$ cat src/rtl/mem_req_arbiter_rr.sv
// N-requester memory request arbiter: round-robin or fixed-priority grant, per-requester
// credit tracking, a one-entry registered slot toward the router and tag-routed responses.
module mem_req_arbiter_rr #(
   parameter int NUM_REQ  = 5,
   parameter int ADDR_W   = 32,
   parameter int DATA_W   = 64,
   parameter int MAX_OUT  = 4,
   parameter int ARB_MODE = 0,
   parameter int TAG_W    = $clog2(NUM_REQ)
) (
   input  logic                        clk,
   input  logic                        rst,
   input  logic [NUM_REQ-1:0]          req_valid,
   output logic [NUM_REQ-1:0]          req_ready,
   input  logic [NUM_REQ-1:0]          req_we,
   input  logic [NUM_REQ*ADDR_W-1:0]   req_addr,
   input  logic [NUM_REQ*DATA_W-1:0]   req_wdata,
   output logic [NUM_REQ-1:0]          rsp_valid,
   input  logic [NUM_REQ-1:0]          rsp_ready,
   output logic [DATA_W-1:0]           rsp_data,
   output logic                        rtr_req_valid,
   input  logic                        rtr_req_ready,
   output logic                        rtr_req_we,
   output logic [ADDR_W-1:0]           rtr_req_addr,
   output logic [DATA_W-1:0]           rtr_req_wdata,
   output logic [TAG_W-1:0]            rtr_req_tag,
   input  logic                        rtr_rsp_valid,
   output logic                        rtr_rsp_ready,
   input  logic [TAG_W-1:0]            rtr_rsp_tag,
   input  logic [DATA_W-1:0]           rtr_rsp_data,
   output logic                        busy,
   output logic                        err_bad_tag
);
   localparam int CNT_W = $clog2(MAX_OUT + 1);
   localparam logic [CNT_W-1:0] MAX_CNT = CNT_W'(MAX_OUT);
   localparam logic [CNT_W-1:0] CNT_ONE = CNT_W'(1);
   localparam logic [TAG_W-1:0] PTR_RST = TAG_W'(NUM_REQ - 1);

   logic [NUM_REQ-1:0] elig_s, grant_s, issue_s, ret_s, rsp_valid_s;
   logic               load_s, has_grant_s, tag_ok_s, rsp_sel_ready_s, busy_s;
   logic [TAG_W-1:0]   win_s;
   logic [CNT_W-1:0]   outst_q [NUM_REQ];
   logic [CNT_W-1:0]   outst_d [NUM_REQ];
   logic [TAG_W-1:0]   ptr_q, ptr_d;
   logic               slot_valid_q, slot_valid_d;
   logic               slot_we_q, slot_we_d;
   logic [ADDR_W-1:0]  slot_addr_q, slot_addr_d;
   logic [DATA_W-1:0]  slot_wdata_q, slot_wdata_d;
   logic [TAG_W-1:0]   slot_tag_q, slot_tag_d;
   logic               err_q, err_d;

   // Eligibility (credit available) and one-hot grant search
   always_comb begin
      int idx;
      idx         = 0;
      elig_s      = '0;
      grant_s     = '0;
      win_s       = '0;
      has_grant_s = 1'b0;
      for (int i = 0; i < NUM_REQ; i++) begin
         elig_s[i] = req_valid[i] && (outst_q[i] < MAX_CNT);
      end
      // RR starts one past the last winner; fixed mode simply scans from index 0
      for (int k = 1; k <= NUM_REQ; k++) begin
         if (ARB_MODE == 1) begin
            idx = k - 1;
         end else begin
            idx = (int'(ptr_q) + k) % NUM_REQ;
         end
         if (!has_grant_s && elig_s[idx]) begin
            grant_s[idx] = 1'b1;
            win_s        = TAG_W'(idx);
            has_grant_s  = 1'b1;
         end else begin
            win_s = win_s;
         end
      end
   end

   assign load_s    = !slot_valid_q || rtr_req_ready;
   assign issue_s   = (load_s && has_grant_s) ? grant_s : '0;
   assign req_ready = issue_s;

   // Output slot and round-robin pointer next state
   always_comb begin
      slot_valid_d = slot_valid_q;
      slot_we_d    = slot_we_q;
      slot_addr_d  = slot_addr_q;
      slot_wdata_d = slot_wdata_q;
      slot_tag_d   = slot_tag_q;
      ptr_d        = ptr_q;
      if (load_s) begin
         slot_valid_d = has_grant_s;
         if (has_grant_s) begin
            slot_we_d    = req_we[win_s];
            slot_addr_d  = req_addr[int'(win_s)*ADDR_W +: ADDR_W];
            slot_wdata_d = req_wdata[int'(win_s)*DATA_W +: DATA_W];
            slot_tag_d   = win_s;
            ptr_d        = (ARB_MODE == 0) ? win_s : ptr_q;
         end else begin
            ptr_d = ptr_q;
         end
      end else begin
         slot_valid_d = slot_valid_q;
      end
   end

   // Response steering by tag; out-of-range tags are accepted and dropped
   always_comb begin
      rsp_valid_s     = '0;
      rsp_sel_ready_s = 1'b0;
      tag_ok_s        = (int'(rtr_rsp_tag) < NUM_REQ);
      for (int i = 0; i < NUM_REQ; i++) begin
         if (int'(rtr_rsp_tag) == i) begin
            rsp_valid_s[i]  = rtr_rsp_valid;
            rsp_sel_ready_s = rsp_ready[i];
         end else begin
            rsp_valid_s[i] = 1'b0;
         end
      end
      err_d = err_q || (rtr_rsp_valid && !tag_ok_s);
   end

   assign ret_s         = rsp_valid_s & rsp_ready;
   assign rsp_valid     = rsp_valid_s;
   assign rtr_rsp_ready = tag_ok_s ? rsp_sel_ready_s : 1'b1;
   assign rsp_data      = rtr_rsp_data;

   // Saturating outstanding-credit counters and busy summary
   always_comb begin
      busy_s = 1'b0;
      for (int i = 0; i < NUM_REQ; i++) begin
         outst_d[i] = outst_q[i];
         if (issue_s[i] && !ret_s[i]) begin
            if (outst_q[i] != MAX_CNT) begin
               outst_d[i] = outst_q[i] + CNT_ONE;
            end else begin
               outst_d[i] = outst_q[i];
            end
         end else if (ret_s[i] && !issue_s[i]) begin
            if (outst_q[i] != '0) begin
               outst_d[i] = outst_q[i] - CNT_ONE;
            end else begin
               outst_d[i] = outst_q[i];
            end
         end else begin
            outst_d[i] = outst_q[i];
         end
         busy_s = busy_s || (outst_q[i] != '0);
      end
   end

   // State registers
   always_ff @(posedge clk or posedge rst) begin
      if (rst) begin
         slot_valid_q <= 1'b0;
         slot_we_q    <= 1'b0;
         slot_addr_q  <= '0;
         slot_wdata_q <= '0;
         slot_tag_q   <= '0;
         ptr_q        <= PTR_RST;
         err_q        <= 1'b0;
         for (int i = 0; i < NUM_REQ; i++) begin
            outst_q[i] <= '0;
         end
      end else begin
         slot_valid_q <= slot_valid_d;
         slot_we_q    <= slot_we_d;
         slot_addr_q  <= slot_addr_d;
         slot_wdata_q <= slot_wdata_d;
         slot_tag_q   <= slot_tag_d;
         ptr_q        <= ptr_d;
         err_q        <= err_d;
         for (int i = 0; i < NUM_REQ; i++) begin
            outst_q[i] <= outst_d[i];
         end
      end
   end

   assign rtr_req_valid = slot_valid_q;
   assign rtr_req_we    = slot_we_q;
   assign rtr_req_addr  = slot_addr_q;
   assign rtr_req_wdata = slot_wdata_q;
   assign rtr_req_tag   = slot_tag_q;
   assign busy          = busy_s;
   assign err_bad_tag   = err_q;
endmodule
$ cat config.mk
export PLATFORM = sky130hd
export DESIGN_NAME = mem_req_arbiter_rr
export DESIGN_NICKNAME = d
export VERILOG_FILES = /design/src/rtl/mem_req_arbiter_rr.sv
export SDC_FILE = /design/constraint.sdc
export NUM_CORES = 1
export LEC_CHECK = 0
export CORE_AREA = 5 5 283 285
export DETAILED_ROUTE_END_ITERATION = 6
export DIE_AREA = 0 0 288 290
export GPL_ROUTABILITY_DRIVEN = 1
export HOLD_SLACK_MARGIN = 0.05
export PLACE_DENSITY = 0.51
export SYNTH_ARGS = -nofsm -noshare
export SYNTH_HDL_FRONTEND = slang
export SYNTH_SLANG_ARGS = --single-unit
export TNS_END_PERCENT = 30
$ cat constraint.sdc
create_clock -name clk -period 11.8 [get_ports clk]
set_input_delay 2.36 -clock clk [delete_from_list [all_inputs] [get_ports clk]]
set_output_delay 2.36 -clock clk [all_outputs]
set_load 0.01 [all_outputs]
# Yosys cells after proc, flatten, opt, wreduce, memory -nomap -nowiden
# Cells that the tools add are included.
[classes]
addsub = 15
multipliers = 0
n_div = 5
magnitude_cmp = 17
eq_ne = 14
shifts = 2
muxes = 74
bitwise = 5
reduce_logical = 70
[op_table]
columns = ["op", "count"]
rows = [
  ["320-bit by 10-bit variable part select with 64-bit output", 1],
  ["32-bit by 1-bit greater-or-equal comparator with 1-bit output (second input constant)", 5],
  ["32-bit by 5-bit < comparator with 1-bit output (second input constant)", 5],
  ["32-bit by 4-bit modulo with 32-bit output (second input constant)", 5],
  ["160-bit by 9-bit variable part select with 32-bit output", 1],
  ["3-bit 2-to-1 mux", 25],
  ["1-bit 2-to-1 mux", 32],
  ["5-bit 2-to-1 mux", 6],
  ["1-bit logical AND", 26],
  ["5-bit bitwise OR", 4],
  ["2-bit nonzero test", 10],
  ["1-bit binary-select mux with 3-bit select", 6],
  ["3-bit < comparator (second input constant)", 6],
  ["1-bit logical NOT", 16],
  ["3-bit by 1-bit adder with 3-bit output (second input constant)", 5],
  ["1-bit demux with 3-bit select", 5],
  ["3-bit != test (second input constant)", 5],
  ["3-bit AND reduction", 5],
  ["3-bit nonzero test", 5],
  ["3-bit by 1-bit subtractor with 3-bit output (second input constant)", 5],
  ["2-bit by 1-bit != test with 1-bit output (second input constant)", 5],
  ["3-bit equality test (second input constant)", 3],
  ["3-bit by 2-bit adder with 4-bit output (second input constant)", 2],
  ["3-bit by 3-bit adder with 4-bit output (second input constant)", 2],
  ["other kinds (7)", 12],
]
[totals]
regBits = 120
latch_bits = 0
ram_bits = 0
mem_bits_ro = 0
input_bits = 566
out_inout_bits = 178
word_cells = 214
mem_count = 0

# Depth between registers and ports, before layout
[depth]
depth_word = 24
depth_mapped = 31

# Least setup slack after synthesis
# No wires, ideal clock.
[synth_path]
path_type = "reg2out"
start = "register ptr_q[0]"
end = "output port req_ready[3]"
arrival_time_ns = 5.770
t_required_ns = 9.440
slack_ns = 3.670
path_stages_with_launch = 24
cell_sequence = "dfrtp_1 > buf_2 > inv_1 > buf_1 > buf_2 > ha_1 > buf_2 > clkbuf_1 > inv_1 > ha_1 > inv_1 > ha_1 > nand2b_1 > o211a_4 > a21oi_2 > o22ai_1 > o32a_1 > or3_1 > buf_2 > or4_1 > or4_4 > or3_1 > o22ai_1 > o31a_1"
[synth_via]
elab_chain_len = 20
[synth_lines]
columns = ["item", "line_no", "text"]
rows = [
  ["start, declared", "44", "logic [TAG_W-1:0] ptr_q, ptr_d;"],
  ["start signal, assigned", "172", "ptr_q <= ptr_d;"],
  ["parallel branches: the longest is 19 deep, another holds 32-bit by 4-bit modulo with 32-bit output", "-", ""],
  ["5-bit 2-to-1 mux *", "81", "assign issue_s = (load_s && has_grant_s) ? grant_s : '0;"],
  ["end, declared", "14", "output logic [NUM_REQ-1:0] req_ready,"],
]
# Mark *: on every way between the ends. The select of a mux whose other input is x is not followed.

# Final worst setup path
[layout_path]
start = "register ptr_q[1]"
end = "output port req_ready[3]"
# The elaborated chain is that of the path after synthesis.

==> metrics.csv <==
metric,value,unit
Post-layout nets,2545,
syn avg cell area,8.19,um2
"Seq/Total Area, Yosys",0.248,
num ports,744,
arrival time worst endpoint,7710,ps
# H-tree levels,4,
"commonest non-fill, non-tap cell in the layout",clkdlybuf4s50_1,
"Top FF cell, synth",dfrtp_1,
actual slew at the worst max-slew pin,983,ps
area grow syn2layout,59.8,%
"Reg clk slew, reported paths",80,ps
Synth top area share,0.245,
pin count of the biggest net entering global routing,102,
Synth Register Bits,118,
CORE AREA,0.0771,mm2
ys async rst share,1.00,
Num CTS Buffers,17,
slowest CP cell,a21oi_1,
# DRC,0,
Worst EP required,9440,ps
Final Hold Vio Count,0,
die area,0.0835,mm2
CTS tree,built,
clk sinks,118,
outcome,finished clean,
Rel. slew slack,0.345,
origin of the worst setup path,ptr_q[1]$_DFFE_PP0P_,
die width,288,um
Root Buffer,clkbuf_16,
Post-synth EDFFs,0,
Yosys cell types,87,
share of layout cells above drive strength 1,0.0374,
setup violators final,0,
largest cells by area after synthesis,"dfrtp_1 (25%), mux2i_1 (17%), o22a_1 (7.6%), o21ai_0 (5.5%), nand2_1 (4.8%)",
Max Clock Skew,18.3,ps
Hold WC Path Type,flop to flop,
worst-path cell chain,inv_1 -> ha_1 -> a21oi_1 -> clkinv_1 -> ha_1 -> or4bb_1 -> o211a_1 -> a41oi_1 -> xnor2_2 -> mux2i_1 -> o221a_2 -> or4_1 -> or4_4 -> or3_1 -> o22ai_1 -> o31a_1 -> clkdlybuf4s50_1,
Critical Path Fanout Max,16,
most frequent cells in the layout,"clkdlybuf4s50_1 (615), mux2i_1 (203), nand2_1 (154)",
CTS-repair resized insts,0,
Pins Over Slew Limit,0,
synthesized netlist cell count,1457,
Initial Util,0.155,
f_max,99.3,MHz
wire per inst,21.9,um
post-layout min period,10070,ps
clock buffer depth,2,
drt pass-1 iters,5,
number of port buffers,615,
antenna-violating nets left,0,
max_cap viols,0,
post-CTS setup buffers,0,
Die Y,290,um
Detail Placement HPWL,54.4,mm
mean number of vias per cell,4.39,
RSZ-0062 raised after global routing,false,
CP Buf/Inv Count,3,
number of antenna violations at the first check in global routing,9,
grt ovf,0,
Worst Setup End Kind,output port,
final worst-path cycle share,0.854,
Worst setup SP type,flop,
Starting DRT DRC Count,816,
vias in the first global route,13600,
fill cell count,8421,
Yosys top cell by area,dfrtp_1,
Mapped Area,0.0119,mm2
Via Count,13200,
# hold bufs at CTS,0,
Hold Path Origin,err_bad_tag$_DFF_PP0_,
FP Rows,102,
Total Routing Usage GR,0.149,
syn_nets,2063,
Placer Congestion,0.921,
Ys Warns,0,
Routed WL,65.7,mm
Worst path most repeated cell,ha_1,
Top Family by Delay on Critical Path,compound AO/OA/AOI/OAI gates,
worst flop-to-flop path startpoint,ptr_q[1]$_DFFE_PP0P_,
setup TNS,0,ps
CP Class,flop to output port,
Worst path max stage delay,760,ps
global-route wire length before repair,92.7,mm
"Clk Latency, worst-skew pair",460,ps
-- per-layer routing --
metal  vias up  GRT usage  wire length [um]
met4         2     0.0515              1980
met5         -          0                 7
met2       489      0.252             31900
met3        87     0.0432              4280
li1       6277          -                 -
met1      6302      0.180             27500
-- cell type report --
cell class	instances	area (um2)	share of cell area
antenna	2	5.00	0.000263
clock buffer	18	429	0.0225
clock inverter	14	118	0.00617
inverter	31	121	0.00637
multi-input combinational	1139	7830	0.411
sequential	118	2950	0.155
tap	1040	1300	0.0683
timing repair buffer	632	6310	0.331
-- cells in the mapped netlist (11+ instances only) --
cell type,number
nand3_1,13
dfrtp_1,117
o21ai_1,104
nand2b_1,19
buf_4,72
o21ai_0,131
buf_2,18
nor2_1,93
mux2i_1,203
clkbuf_1,58
a31oi_1,11
nand2_1,154
o22a_1,103
o211ai_1,16
inv_1,29
ha_1,35
a21oi_1,37
nor2b_1,13
buf_6,18
nor3_1,30
-- logic make-up after synthesis --
group / synth area share
buffers and inverters: 0.0989
muxes: 0.173
xor gates and xnor gates: 0.0124
and+or+nand+nor: 0.146
AOI/OAI and AO/OA: 0.277
DFF: 0.248
adders and majority gates: 0.0451
-- per-stage QoR --
stage           util  worst slack (ps)  instance area [um2]  hold slack [ps]  instances
2_1_floorplan      -              3670                11900              500       1457
3_3_place_gp   0.240              2540                18500              468       2960
3_5_place_dp   0.240              2300                18500              475       2960
4_1_cts        0.247              1760                19100              495       2992
5_1_grt        0.247              1200                19100              505       2993
6_report       0.247              1730                19100              492       2994
-- sequential cells by signal, indices dropped and copies added (netlist names) --
signal         flops
err_bad_tag        1
outst_q           15
ptr_q              3
rtr_req_addr      32
rtr_req_tag        1
rtr_req_valid      1
rtr_req_wdata     64
rtr_req_we         1
-- final timing paths --
kind	endpoint	slack (ps)	cells past startpoint
max	req_ready[3]	1730	17
min	err_bad_tag$_DFF_PP0_	490	1
max reg2reg	rtr_req_addr[16]$_DFFE_PP0P_	3580	18
min reg2reg	err_bad_tag$_DFF_PP0_	490	1
max in group asynchronous	outst_q[6]$_DFFE_PP0P_	8220	3
min in group asynchronous	rtr_req_addr[8]$_DFFE_PP0P_	2420	2
Power is left out: the tool's default activity adds up to more than one toggle a clock period on the data nets, which glitch-free logic cannot reach.
